$ cat config.mk
export PLATFORM = sky130hd
export DESIGN_NAME = uart_rx
export DESIGN_NICKNAME = d
export VERILOG_FILES = /design/src/rtl/uart_rx.sv
export SDC_FILE = /design/constraint.sdc
export NUM_CORES = 1
export LEC_CHECK = 0
export ABC_CLOCK_PERIOD_IN_PS = 3700
export CAP_MARGIN = 20
export CORE_UTILIZATION = 45
export CTS_CLUSTER_SIZE = 30
export DETAILED_ROUTE_END_ITERATION = 10
export GPL_ROUTABILITY_DRIVEN = 1
export SYNTH_ARGS = -nofsm -noshare
export SYNTH_HDL_FRONTEND = slang
export SYNTH_SLANG_ARGS = --single-unit
$ cat constraint.sdc
create_clock -name clk -period 3.7 [get_ports clk]
set_input_delay 1.11 -clock clk [delete_from_list [all_inputs] [get_ports clk]]
set_output_delay 1.11 -clock clk [all_outputs]
set_load 0.01 [all_outputs]
$ cat src/rtl/uart_rx.sv
// uart_rx: 8N1 UART receiver. Runs entirely on the system clock. The line is
// sampled at bit midpoints that are timed by an internal bit-period counter.
//
// Ports
//   clk           system clock, rising edge
//   reset_b       asynchronous active-low reset
//   RsRx          serial line, idle high, asynchronous to clk
//   RX_Ack        consumer acknowledge; clears RX_Valid and RX_Overrun
//   RX_Data_out   last good received byte
//   RX_Valid      high from byte load until RX_Ack
//   RX_Overrun    sticky; a new byte overwrote an unacknowledged one
//   RX_Frame_Err  one-cycle pulse when a stop bit is sampled low
//   RX_Busy       high while a frame is in progress (START, DATA, STOP)
module uart_rx #(
  parameter int unsigned CLKS_PER_BIT = 868,
  parameter int unsigned HALF_BIT     = CLKS_PER_BIT / 2
) (
  input  logic       clk,
  input  logic       reset_b,
  input  logic       RsRx,
  input  logic       RX_Ack,
  output logic [7:0] RX_Data_out,
  output logic       RX_Valid,
  output logic       RX_Overrun,
  output logic       RX_Frame_Err,
  output logic       RX_Busy
);

  localparam int unsigned CntW = $clog2(CLKS_PER_BIT);
  localparam logic [CntW-1:0] HalfTerm = CntW'(HALF_BIT - 1);
  localparam logic [CntW-1:0] BitTerm  = CntW'(CLKS_PER_BIT - 1);
  // The synchronizer resets to 1, so rx_s reads high for up to two cycles after
  // reset release no matter what the line is doing. WAIT_IDLE ignores rx_s until
  // those stale values have been flushed out.
  localparam logic [CntW-1:0] SettleCnt = CntW'(2);

  typedef enum logic [2:0] {
    StWaitIdle,
    StIdle,
    StStart,
    StData,
    StStop
  } state_e;

  state_e          r_state;
  logic            r_sync1;
  logic            r_rx_s;
  logic [CntW-1:0] r_cnt;
  logic [2:0]      r_bit_idx;
  logic [7:0]      r_shreg;
  logic [7:0]      r_data;
  logic            r_valid;
  logic            r_overrun;
  logic            r_frame_err;
  logic            r_busy;

  always_ff @(posedge clk or negedge reset_b) begin
    if (!reset_b) begin
      r_state     <= StWaitIdle;
      r_sync1     <= 1'b1;
      r_rx_s      <= 1'b1;
      r_cnt       <= '0;
      r_bit_idx   <= '0;
      r_shreg     <= '0;
      r_data      <= '0;
      r_valid     <= 1'b0;
      r_overrun   <= 1'b0;
      r_frame_err <= 1'b0;
      r_busy      <= 1'b0;
    end else begin
      r_sync1     <= RsRx;
      r_rx_s      <= r_sync1;
      r_frame_err <= 1'b0;

      // A load in the STOP branch below takes priority over this clear.
      if (RX_Ack) begin
        r_valid   <= 1'b0;
        r_overrun <= 1'b0;
      end

      case (r_state)
        StWaitIdle: begin
          if (r_cnt != SettleCnt) begin
            r_cnt <= r_cnt + CntW'(1);
          end else if (r_rx_s) begin
            r_state <= StIdle;
            r_cnt   <= '0;
          end
        end

        StIdle: begin
          r_cnt <= '0;
          if (!r_rx_s) begin
            r_state <= StStart;
            r_busy  <= 1'b1;
          end
        end

        StStart: begin
          if (r_cnt == HalfTerm) begin
            r_cnt <= '0;
            if (!r_rx_s) begin
              r_state   <= StData;
              r_bit_idx <= '0;
            end else begin
              // Line went back high before mid start bit: treat as a glitch.
              r_state <= StIdle;
              r_busy  <= 1'b0;
            end
          end else begin
            r_cnt <= r_cnt + CntW'(1);
          end
        end

        StData: begin
          if (r_cnt == BitTerm) begin
            r_cnt     <= '0;
            r_shreg   <= {r_rx_s, r_shreg[7:1]};
            r_bit_idx <= r_bit_idx + 3'd1;
            if (r_bit_idx == 3'd7) begin
              r_state <= StStop;
            end
          end else begin
            r_cnt <= r_cnt + CntW'(1);
          end
        end

        StStop: begin
          if (r_cnt == BitTerm) begin
            r_cnt  <= '0;
            r_busy <= 1'b0;
            if (r_rx_s) begin
              r_data    <= r_shreg;
              r_valid   <= 1'b1;
              // An ack landing on the load cycle retires the old byte cleanly.
              r_overrun <= r_overrun | (r_valid & ~RX_Ack);
              r_state   <= StIdle;
            end else begin
              r_frame_err <= 1'b1;
              r_state     <= StWaitIdle;
            end
          end else begin
            r_cnt <= r_cnt + CntW'(1);
          end
        end

        default: begin
          r_state <= StWaitIdle;
          r_cnt   <= '0;
          r_busy  <= 1'b0;
        end
      endcase
    end
  end

  assign RX_Data_out  = r_data;
  assign RX_Valid     = r_valid;
  assign RX_Overrun   = r_overrun;
  assign RX_Frame_Err = r_frame_err;
  assign RX_Busy      = r_busy;

endmodule

**Yosys cells after proc, flatten, opt, wreduce, memory -nomap -nowiden**

Index checks and enable logic that the tools add are counted.

- Add/sub/neg operators: 2
- Equal/unequal tests: 18
- Mux-type cells: 35
- Bitwise logic cells: 4
- Reduce and logical (&&, ||, !) cells: 9

Operator list:

| cell | number |
|---|---|
| 10-bit two-way mux | 4 |
| 3-bit two-way mux | 10 |
| 10-bit one-hot mux with 3 select lines | 1 |
| 2-bit != test, second input constant | 9 |
| 1-bit two-way mux | 16 |
| 3-bit one-hot mux with 5 select lines | 1 |
| 10-bit by 1-bit adder with 10-bit output, second input constant | 1 |
| 10-bit == test, second input constant | 1 |
| 10-bit by 9-bit == test with 1-bit output, second input constant | 1 |
| 10-bit by 2-bit != test with 1-bit output, second input constant | 1 |
| 7-bit AND reduction | 1 |
| 3-bit by 2-bit == test with 1-bit output, second input constant | 2 |
| 3-bit == test, second input constant | 2 |
| 3-bit one-hot mux with 2 select lines | 1 |
| 5-bit AND reduction | 1 |
| 1-bit one-hot mux with 4 select lines | 1 |
| 4-bit AND reduction | 1 |
| 2-bit OR reduction | 2 |
| 3-bit by 1-bit adder with 3-bit output, second input constant | 1 |
| 3-bit by 1-bit == test with 1-bit output, second input constant | 1 |
| 3-bit zero test | 1 |
| 3-bit != test, second input constant | 1 |
| 3-bit AND reduction | 1 |
| 2-bit two-way mux | 1 |
| other kinds (5) | 6 |

- Flip-flop bits (word level): 38
- Output and inout port bits: 12
- Word-level logic and storage cells: 79

**Longest topological paths before layout**

- Word-level depth: 6
- Mapped depth: 8
- Gate-level depth less buffers: 7

**Worst setup path before layout**

No wires, ideal clock.

- Kind: reg2reg
- From: register r_cnt[7]
- To: register r_shreg[0]
- Library setup time: 125 ps
- Arrival: 1722 ps
- Required time: 3575 ps
- Path slack: 1852 ps
- Stages on the path, launching flop included: 6
- Buffers on the path: 1
- Period minus slack after synthesis: 1848 ps
- Cells stage by stage: dfrtp_1 > or4_4 > nor3_4 > nand3_2 > buf_6 > mux2_4

- Word-level cells in the longest chain between the ends: 2

RTL lines:

| element | line | RTL |
|---|---|---|
| start, declared | 48 | `logic [CntW-1:0] r_cnt;` |
| start signal, assigned | 84 | `r_cnt <= r_cnt + CntW'(1);` |
| start signal, assigned | 111 | `r_cnt <= r_cnt + CntW'(1);` |
| start signal, assigned | 124 | `r_cnt <= r_cnt + CntW'(1);` |
| 10-bit == test | 116 | `if (r_cnt == BitTerm) begin` |
| 2-bit AND reduction (no source line) | - |  |
| end signal, assigned | 118 | `r_shreg <= {r_rx_s, r_shreg[7:1]};` |
| end, declared | 50 | `logic [7:0] r_shreg;` |

No other way between the ends.
A chain may end at the register's enable or synchronous reset.

**Final worst setup path**

- From: register r_cnt[7]
- To: register r_cnt[1]

- Word-level cells in the longest chain between the ends: 3
- Elaborated cells on any way between the ends: 8
- Those cells by class: eq/ne: 4; mux: 4

RTL lines:

| element | line | RTL |
|---|---|---|
| 10-bit == test (tied with other cells) | 116, 129 |  |
| 10-bit two-way mux (on tied branches) | - |  |
| 10-bit one-hot mux with 3 select lines | 81 | `case (r_state)` |

Parallel ways exist; a longest one is shown, timed or not.

==> flow_summary.ini <==
[sta]
rsz0062_at_grt = false
tightest_slew_ps = 841
fin_crit_sh_pct = 63.7
slew_headroom_pct = 43.9
finalMaxSlewViolations = 0
min_period_ps = 2360
tns_ps = 0
whs_ps = 358
fmax_mhz = 424
fin_skew_ps = 2.74
final-hold-violation-count = 0
setup_viol = 0

[route]
drt_first_pass_iters = 4
drt_iter0_drc = 40
ant_nets = 0
avgRoutedWirePerCell_um = 14.0
vias = 1271
routed_via_density = 5.41
drc_errors = 0
routed_wl_mm = 3.30

[logic_synthesis]
synth_nets = 178
synthSimpleGateAreaFrac_pct = 19.7
syn-cell-area_sq_mm = 0.00187
synthFlopType = dfrtp_1
synth-xor-area-share_pct = 3.76
synthArstFlopShare_pct = 100
synth-adder-area-share_pct = 3.35
synth_compound_area_share_pct = 6.37
synth_top_family_by_area = simple AND/OR/NAND/NOR gates
syn-mean-instance-area_sq_um = 11.0
syn_inst = 169
yosysWarningCount = 0
yosysUniqueCellTypes = 41
ys_ff_latch = 38
muxShareOfSynthArea_pct = 11.6
synth-seq-area-share_pct = 51.1
synth-edff-count = 0

[setup_path]
path_class = flop to flop
cp.required_ps = 3840
crit_buf_inv = 0
cpMaxStageDelayCell = nor2b_1
cp_num_cells = 5
crit_fanout = 10
cp_top_family = simple AND/OR/NAND/NOR gates
cp.arrival_ps = 2500
max_stage_delay_ps = 590
r2r_cells = 5
start_kind = flop
cp-end-kind = flop
crit_chain = or4_4, nor4_2, nor3b_1, nor2b_1, o22ai_1

[clock_network]
cts_tree = done
htreeDepth = 2
ctsHoldBuffers = 0
clockRootBuffer = clkbuf_8
clockBufferDepth = 2
clock_latency_ps = 290
cts_resized = 0
clock_sinks = 38
cts_buffers = 5
postCtsSetupBuffers = 0
path_clk_slew_ps = 70

[outcome]
status = complete, no violations

[global_routing]
grt_pass1_vias = 1193
track_usage_pct = 17.4
antenna_found_initial = 0
grt_start_max_net_pins = 39
grt_pass1_wl_mm = 5.58
grt-ovfl-total = 0

[cells_and_area]
syn_to_final_growth_pct = 13.7
finish.instance_area_sq_mm = 0.00212
postLayoutCoreUtil_pct = 53.0
layout-drive-gt1-share_pct = 17.8
final_common_cell = dfrtp_1
antenna_cells = 0
layout.nets = 193
layout_common_cells = dfrtp_1 (36), nor2_1 (15), nand2_1 (15), clkdlybuf4s50_1 (14), mux2_2 (9)

[power_and_ir_drop]
cellLeakagePower_nw = 0.964
max-vdd-ir-drop_mv = 0.294
power.density_mw_per_mm2 = 491
fin_total_pwr_mw = 1.04

[die]
ios = 16
rows = 23
start_util_pct = 46.6
chipWidth_um = 66.4
core_area_sq_mm = 0.00400
die_y_um = 66.4
die-area_sq_mm = 0.00441

[hold_path]
min_path_type = flop to flop
holdPathStages = 0

[placement]
dpl.hpwl_mm = 2.32
port_buffers = 15
place.gp.congestion = 0.867
placed_area_sq_mm = 0.00203

[run]
cap_violations = 0
[cell type report]
cell class              count  area [sq um]
well taps                  50          62.6
flip-flops and latches     38           953
clock buffers               6          82.6
multi-input cells         116           836
clock inverters             2          12.5
fillers                   359          1880
repair buffers             15           145
inverters                   8          30.0
[sequential cells by signal, indices dropped and copies added (netlist names)]
name / cells
r_cnt: 10
RX_Data_out: 8
r_shreg: 8
r_bit_idx: 3
r_state: 3
RX_Busy: 1
RX_Frame_Err: 1
RX_Overrun: 1
RX_Valid: 1
r_rx_s: 1
r_sync1: 1
[metal layers]
| layer | vias to the layer above | wire (um) | GRT usage, % |
|---|---|---|---|
| li1 | 619 | - | - |
| met1 | 616 | 1590 | 22.0 |
| met2 | 29 | 1540 | 27.6 |
| met3 | 7 | 118 | 5.69 |
| met4 | 0 | 48 | 6.38 |
| met5 | - | 0 | 0 |
[worst register-to-register path: stages, from the launching register on]
cell and delay, ps:
dfrtp_1 440, or4_4 580, nor4_2 290, nor3b_1 140
nor2b_1 590, o22ai_1 160
[cells in the mapped netlist (3+ instances only)]
library cell / instances / area [sq um]
dfrtp_1: 36 / 901
nor2_1: 15 / 56.3
nor3_1: 4 / 20.0
xor2_1: 4 / 35.0
nand4_1: 6 / 37.5
nand2b_1: 5 / 31.3
inv_1: 8 / 30.0
mux2_4: 7 / 105
a21oi_1: 5 / 25.0
nand3_1: 6 / 30.0
clkbuf_1: 3 / 11.3
mux2_2: 9 / 101
ha_1: 5 / 62.6
nand2_1: 15 / 56.3
xnor2_1: 4 / 35.0
o21ai_0: 7 / 35.0
[power breakdown]
group / switching (mW) / leakage (nW) / internal (mW)
registers: 0.0590 / 0.513 / 0.446
clock network: 0.141 / 0.0472 / 0.150
logic: 0.146 / 0.404 / 0.100
total: 0.346 / 0.964 / 0.696
[metrics by stage]
stage | worst slack, ps | std cells
after detailed placement | 1350 | 227
after floorplan | 1850 | 169
final | 1340 | 235
after CTS | 1330 | 235
after global placement | 1400 | 227
after global routing | 1030 | 235
[logic make-up (layout without fill, tap and decap cells)]
logic type / count (synthesis) / in the layout
AO/OA/AOI/OAI: 20 / 20
AND/OR/NAND/NOR: 66 / 66
adder cells (fa/ha/maj): 5 / 5
XOR/XNOR: 8 / 8
flip-flops: 38 / 38
buffers and inverters: 15 / 31
multiplexers: 17 / 17
[path summary, 6_finish.rpt]
check                      slack (ps)           end  startpoint
setup / recovery                 1340      r_cnt[1]    r_cnt[7]
hold / removal                    360        r_rx_s     r_sync1
setup reg to reg                 1340      r_cnt[1]    r_cnt[7]
hold reg to reg                   360        r_rx_s     r_sync1
max in group asynchronous        2250  r_bit_idx[0]     reset_b
min in group asynchronous         920      RX_Valid     reset_b
Power figures use the tool's default switching activity.
